==> src/rtl/vrased_reset_ctrl_pkg.sv <==
// Shared definitions for the VRASED reset controller: FSM encoding, violation
// bit positions, counter width and a saturating-increment helper.
package vrased_reset_ctrl_pkg;

    localparam int CNT_W  = 8;
    localparam int VIOL_W = 6;

    localparam int VIOL_X_STACK     = 0;
    localparam int VIOL_AC          = 1;
    localparam int VIOL_ATOMICITY   = 2;
    localparam int VIOL_DMA_AC      = 3;
    localparam int VIOL_DMA_DETECT  = 4;
    localparam int VIOL_DMA_X_STACK = 5;

    typedef enum logic [1:0] {
        ST_IDLE    = 2'd0,
        ST_HOLD    = 2'd1,
        ST_RECOVER = 2'd2
    } state_t;

    function automatic logic [CNT_W-1:0] sat_inc(input logic [CNT_W-1:0] v);
        return (v == {CNT_W{1'b1}}) ? v : v + 1'b1;
    endfunction

endpackage

==> src/rtl/vrased_down_counter.sv <==
// Loadable 8-bit down counter that stops at zero and flags when it is there.
module vrased_down_counter
    import vrased_reset_ctrl_pkg::*;
(
    input  logic             clk,
    input  logic             reset,
    input  logic             i_load,
    input  logic [CNT_W-1:0] i_load_val,
    input  logic             i_dec,
    output logic             o_zero
);

    logic [CNT_W-1:0] r_count;

    // NOTE: sequential state uses non-blocking (<=) so every flop samples pre-edge values.
    always_ff @(posedge clk) begin
        if (reset) begin
            r_count <= '0;
        end else if (i_load) begin
            r_count <= i_load_val;
        end else if (i_dec && (r_count != '0)) begin
            r_count <= r_count - 1'b1;
        end
    end

    assign o_zero = (r_count == '0);

endmodule

==> src/rtl/vrased_reset_ctrl.sv <==
// VRASED reset controller: holds puc_req after violations, then waits for the core
// to reach its reset handler. Optional cause/episode logging under VRASED_CAUSE_LOG_EN.
module vrased_reset_ctrl
    import vrased_reset_ctrl_pkg::*;
#(
    parameter int          HOLD_CYCLES     = 4,
    parameter int          RECOVER_TIMEOUT = 16,
    parameter logic [15:0] RESET_HANDLER   = 16'h0000
) (
    input  logic              clk,
    input  logic              reset,
    input  logic [VIOL_W-1:0] viol,
    input  logic [15:0]       pc,
    input  logic              cause_clr,
    output logic              puc_req,
    output logic              busy,
    output logic [VIOL_W-1:0] cause,
    output logic [CNT_W-1:0]  viol_cnt
);

    localparam logic [CNT_W-1:0] HOLD_LOAD = CNT_W'(HOLD_CYCLES - 1);
    localparam logic [CNT_W-1:0] REC_LOAD  = CNT_W'(RECOVER_TIMEOUT - 1);

    state_t r_state;
    state_t w_next;
    logic   r_puc_req;
    logic   r_busy;
    logic   w_any_viol;
    logic   w_hold_load, w_hold_dec, w_hold_zero;
    logic   w_to_load, w_to_dec, w_to_zero;
    logic   w_new_episode;

    assign w_any_viol = |viol;

    // NOTE: every always_comb output gets a default first so no latch is inferred.
    always_comb begin
        w_next        = r_state;
        w_hold_load   = 1'b0;
        w_hold_dec    = 1'b0;
        w_to_load     = 1'b0;
        w_to_dec      = 1'b0;
        w_new_episode = 1'b0;
        case (r_state)
            ST_IDLE: begin
                if (w_any_viol) begin
                    w_next        = ST_HOLD;
                    w_hold_load   = 1'b1;
                    w_new_episode = 1'b1;
                end
            end
            ST_HOLD: begin
                if (w_any_viol) begin
                    w_hold_load = 1'b1;
                end else if (w_hold_zero) begin
                    w_next    = ST_RECOVER;
                    w_to_load = 1'b1;
                end else begin
                    w_hold_dec = 1'b1;
                end
            end
            ST_RECOVER: begin
                // A fresh violation outranks both a pc match and the timeout.
                if (w_any_viol || ((pc != RESET_HANDLER) && w_to_zero)) begin
                    w_next        = ST_HOLD;
                    w_hold_load   = 1'b1;
                    w_new_episode = 1'b1;
                end else if (pc == RESET_HANDLER) begin
                    w_next = ST_IDLE;
                end else begin
                    w_to_dec = 1'b1;
                end
            end
            default: w_next = ST_IDLE;
        endcase
    end

    always_ff @(posedge clk) begin
        if (reset) begin
            r_state   <= ST_IDLE;
            r_puc_req <= 1'b0;
            r_busy    <= 1'b0;
        end else begin
            r_state   <= w_next;
            r_puc_req <= (w_next == ST_HOLD);
            r_busy    <= (w_next != ST_IDLE);
        end
    end

    assign puc_req = r_puc_req;
    assign busy    = r_busy;

    vrased_down_counter u_hold_cnt (
        .clk        (clk),
        .reset      (reset),
        .i_load     (w_hold_load),
        .i_load_val (HOLD_LOAD),
        .i_dec      (w_hold_dec),
        .o_zero     (w_hold_zero)
    );

    vrased_down_counter u_timeout_cnt (
        .clk        (clk),
        .reset      (reset),
        .i_load     (w_to_load),
        .i_load_val (REC_LOAD),
        .i_dec      (w_to_dec),
        .o_zero     (w_to_zero)
    );

`ifdef VRASED_CAUSE_LOG_EN
    logic [VIOL_W-1:0] r_cause;
    logic [CNT_W-1:0]  r_viol_cnt;

    always_ff @(posedge clk) begin
        if (reset) begin
            r_cause    <= '0;
            r_viol_cnt <= '0;
        end else begin
            if ((r_state == ST_IDLE) && !w_any_viol && cause_clr) begin
                r_cause <= '0;
            end else begin
                r_cause <= r_cause | viol;
            end
            if (w_new_episode) begin
                r_viol_cnt <= sat_inc(r_viol_cnt);
            end
        end
    end

    assign cause    = r_cause;
    assign viol_cnt = r_viol_cnt;
`else
    logic w_unused_log;
    assign w_unused_log = cause_clr ^ w_new_episode;
    assign cause        = '0;
    assign viol_cnt     = '0;
`endif

endmodule

==> config.mk <==
export PLATFORM = sky130hd
export DESIGN_NAME = vrased_reset_ctrl
export DESIGN_NICKNAME = d
export VERILOG_FILES = /design/src/rtl/vrased_reset_ctrl_pkg.sv /design/src/rtl/vrased_down_counter.sv /design/src/rtl/vrased_reset_ctrl.sv
export SDC_FILE = /design/constraint.sdc
export NUM_CORES = 1
export LEC_CHECK = 0
export CAP_MARGIN = 10
export CORE_UTILIZATION = 35
export CTS_BUF_LIST = sky130_fd_sc_hd__clkbuf_16
export DETAILED_ROUTE_END_ITERATION = 10
export PLACE_DENSITY = 0.7
export SYNTH_ARGS = -nofsm -noshare
export SYNTH_HDL_FRONTEND = slang
export SYNTH_SLANG_ARGS = --single-unit
==> constraint.sdc <==
create_clock -name clk -period 4.04 [get_ports clk]
set_input_delay 0.404 -clock clk [delete_from_list [all_inputs] [get_ports clk]]
set_output_delay 0.404 -clock clk [all_outputs]
set_load 0.01 [all_outputs]
==> impl_results.md <==
- Status: completed
- Post-synthesis average cell area: 8.528 µm²
- CTS tree: built
- Clk_lat worst skew: between 0.2 and 0.3 ns
- Placed cell count: between 200 and 250
- Via count: around 1.2k
- Clock Path Buffers: 2
- Routed len/inst: between 10 and 15 µm
- Ys flop type: dfxtp_1
- Flops & latches, synth: 20
- Die area: 3951 µm²
- Unrepaired setup endpoints after global routing: no
- Global-route wire length before repair: 5188 µm
- Final HPWL DP: 2242 µm
- DP Area: ~1500 µm²
- Top Family by Delay on Critical Path: simple AND/OR/NAND/NOR gates
- Sequential fraction of the synthesis area: 30.89%
- CTS clk-pin slew, worst paths: ~0.050 ns
- WL final: 2990 µm
- Finished Layout Cells: around 220
- Worst slew pin tran: roughly 0.9 ns
- Post-synth EDFFs: 0
- FF+latch area: approximately 400 µm²
- CP arrival: between 2 and 2.5 ns
- Antenna diodes: 0
- CP peak stage delay: roughly 0.52 ns
- Gates resized, CTS repair: 0
- Yosys warning count: 0
- Commonest cells after routing, fill and taps aside: clkdlybuf4s50_1, dfxtp_1, conb_1
- Die X: 62.86 µm
- Worst min path class: reg -> reg
- Setup bufs post-CTS: 0
- Initial DRC Count: 60
- CTS buffer count: 3
- Core area: between 3000 and 4000 µm²
- FILL cells: about 340
- Synth area leaders: dfxtp_1, buf_4, nor4_1
- Worst setup path class: in -> reg
- Dominant cell type by area after synthesis: dfxtp_1
- Post-Syn Area: approximately 1300 µm²
- Remaining antenna violation count: 0
- Drt first pass iters: 4
- Final Wtd Congestion: around 0.77
- Cts hold-fix bufs: 0
- PwrDens: between 200 and 300 nW/µm²
- # rows: 21
- Number of max-cap violations: 0
- Die H: approximately 63 µm
- Pin count of the biggest net entering global routing: 13
- Vias per cell: ~5.5
- # H-tree levels: 1
- Clock skew: ~0.0043 ns
- Worst Path Required: approximately 4.2 ns
- Total Power: ~0.47 mW
- Gr ovfl total: 0
- Critical-path top delay cell: nand4_1
- CP Max Fanout: 12
- Hold Violations, Final: 0
- Setup tns final: 0 ns
- Nets@finish: a little over 200
- Port Buffer Count: 25
- Crit end category: flip-flop
- # IOs: 41
- Finish-stage setup viols: 0
- Vias in the first global route: 1140
- F_max: between 400 and 500 MHz
- P&R area growth vs syn: 24.52%
- Clock period minus final worst setup slack: between 2 and 2.5 ns
- WP buf/inv: 1
- Most common cell after layout, fill and taps aside: clkdlybuf4s50_1
- Slew headroom: between 30% and 40%
- Final period util: 54.15%
- Gate Count Post-Synth: 152
- Final instance area: 1614 µm²
- LEAKAGE: roughly 0.57 nW
- Final Max Slew Viols: 0
- Initial antenna violation count: 0
- Hold slack: between 0.4 and 0.5 ns
- Ys async rst share: 0%
- DRC: 0
- Total track usage: 16.58%
- Yosys top cell area share: between 30% and 40%
- Element type at the critical path start: primary input
- # clock sinks: 20
- Cell chain of the critical path: clkdlybuf4s50_1 > nor4b_1 > nand4_1 > o311ai_0 > o211a_1
- Initial Utilization: 37.66%
- Maximum VDD drop: around 0.00013 V
- Area of the multi-input gates: 789.5 µm²
- Clk root buf: clkbuf_16
- Share of cells above drive strength 1: under 10%
- Library cells used by synthesis: 46
==> layout make-up <==
| cell class | instances | area share, % |
|---|---|---|
| timing repair buffer | 25 | 15.50 |
| clock buffer | 3 | 4.651 |
| clock inverter | 1 | 0.2326 |
| sequential | 20 | 24.81 |
| multi-input combinational | 118 | 48.91 |
| inverter | 10 | 2.326 |
| tap | 46 | 3.566 |
==> cell families after synthesis <==
family	Yosys count	share of synthesized area (%)
other	1	0.2893
muxes	4	3.089
DFF	20	30.89
AOI/OAI and AO/OA	32	17.47
buffers and inverters	27	11.97
and+or+nand+nor	64	32.43
adders and majority gates	4	3.861
==> cell usage after synthesis (2+ instances only) <==
master,count
dfxtp_1,20
buf_4,14
a21oi_1,10
inv_1,9
nor4_1,9
nand2_1,8
or4_1,6
nand3_1,5
nand3b_1,5
nand4_1,5
a31oi_1,4
ha_1,4
mux2i_1,4
nor2_1,4
o21ai_0,4
and2_1,3
o31ai_1,3
a31o_2,2
and4b_1,2
clkbuf_1,2
nand4b_1,2
nor3_1,2
nor3b_1,2
==> routing by layer <==
layer	vias to the layer above	GRT usage [%]	share of wire, %	routed length, µm
li1	603	-	-	-
met1	561	20.11	46	1374
met2	51	27.99	46	1384
met3	5	3.102	5.8	172
met4	0	7.849	2.0	60
met5	-	0	0	0
==> registers in the layout, summed over array words and instances, names as in the netlist <==
signal	cells
puc_req	1
r_state	2
u_timeout_cnt.r_count	8
u_hold_cnt.r_count	8
busy	1
==> metrics by stage <==
stage               worst slack [ns]  util, %
finish                         1.852    46.89
global route                   1.692    46.89
CTS                            1.910    46.89
detailed placement             1.658    44.60
global placement               1.646    44.60
floorplan                      2.296        -
==> worst register-to-register path: cells and delay by family (launching register included) <==
kind / cells / cell delay, ns
and+or+nand+nor: 2 / 1.07
AOI/OAI and AO/OA: 2 / 0.49
DFF: 1 / 0.35
==> final timing paths <==
check	slack, ns	end	cells past startpoint	start
hold reg to reg	0.48	u_timeout_cnt.r_count[7]$_SDFFE_PP0P_	2	u_timeout_cnt.r_count[7]$_SDFFE_PP0P_
setup / recovery	1.85	u_timeout_cnt.r_count[0]$_SDFFE_PP0P_	5	viol[5]
hold / removal	0.48	u_timeout_cnt.r_count[7]$_SDFFE_PP0P_	2	u_timeout_cnt.r_count[7]$_SDFFE_PP0P_
setup reg to reg	2.07	u_timeout_cnt.r_count[0]$_SDFFE_PP0P_	4	u_hold_cnt.r_count[2]$_SDFFE_PP0P_
==> power by group <==
group          total, mW  internal [mW]  leakage (nW)  switching, mW
Clock              0.208          0.132        0.0385         0.0763
Combinational     0.0544         0.0288         0.366         0.0256
Sequential         0.202          0.200         0.163        0.00213
Power figures use the tool's default switching activity.
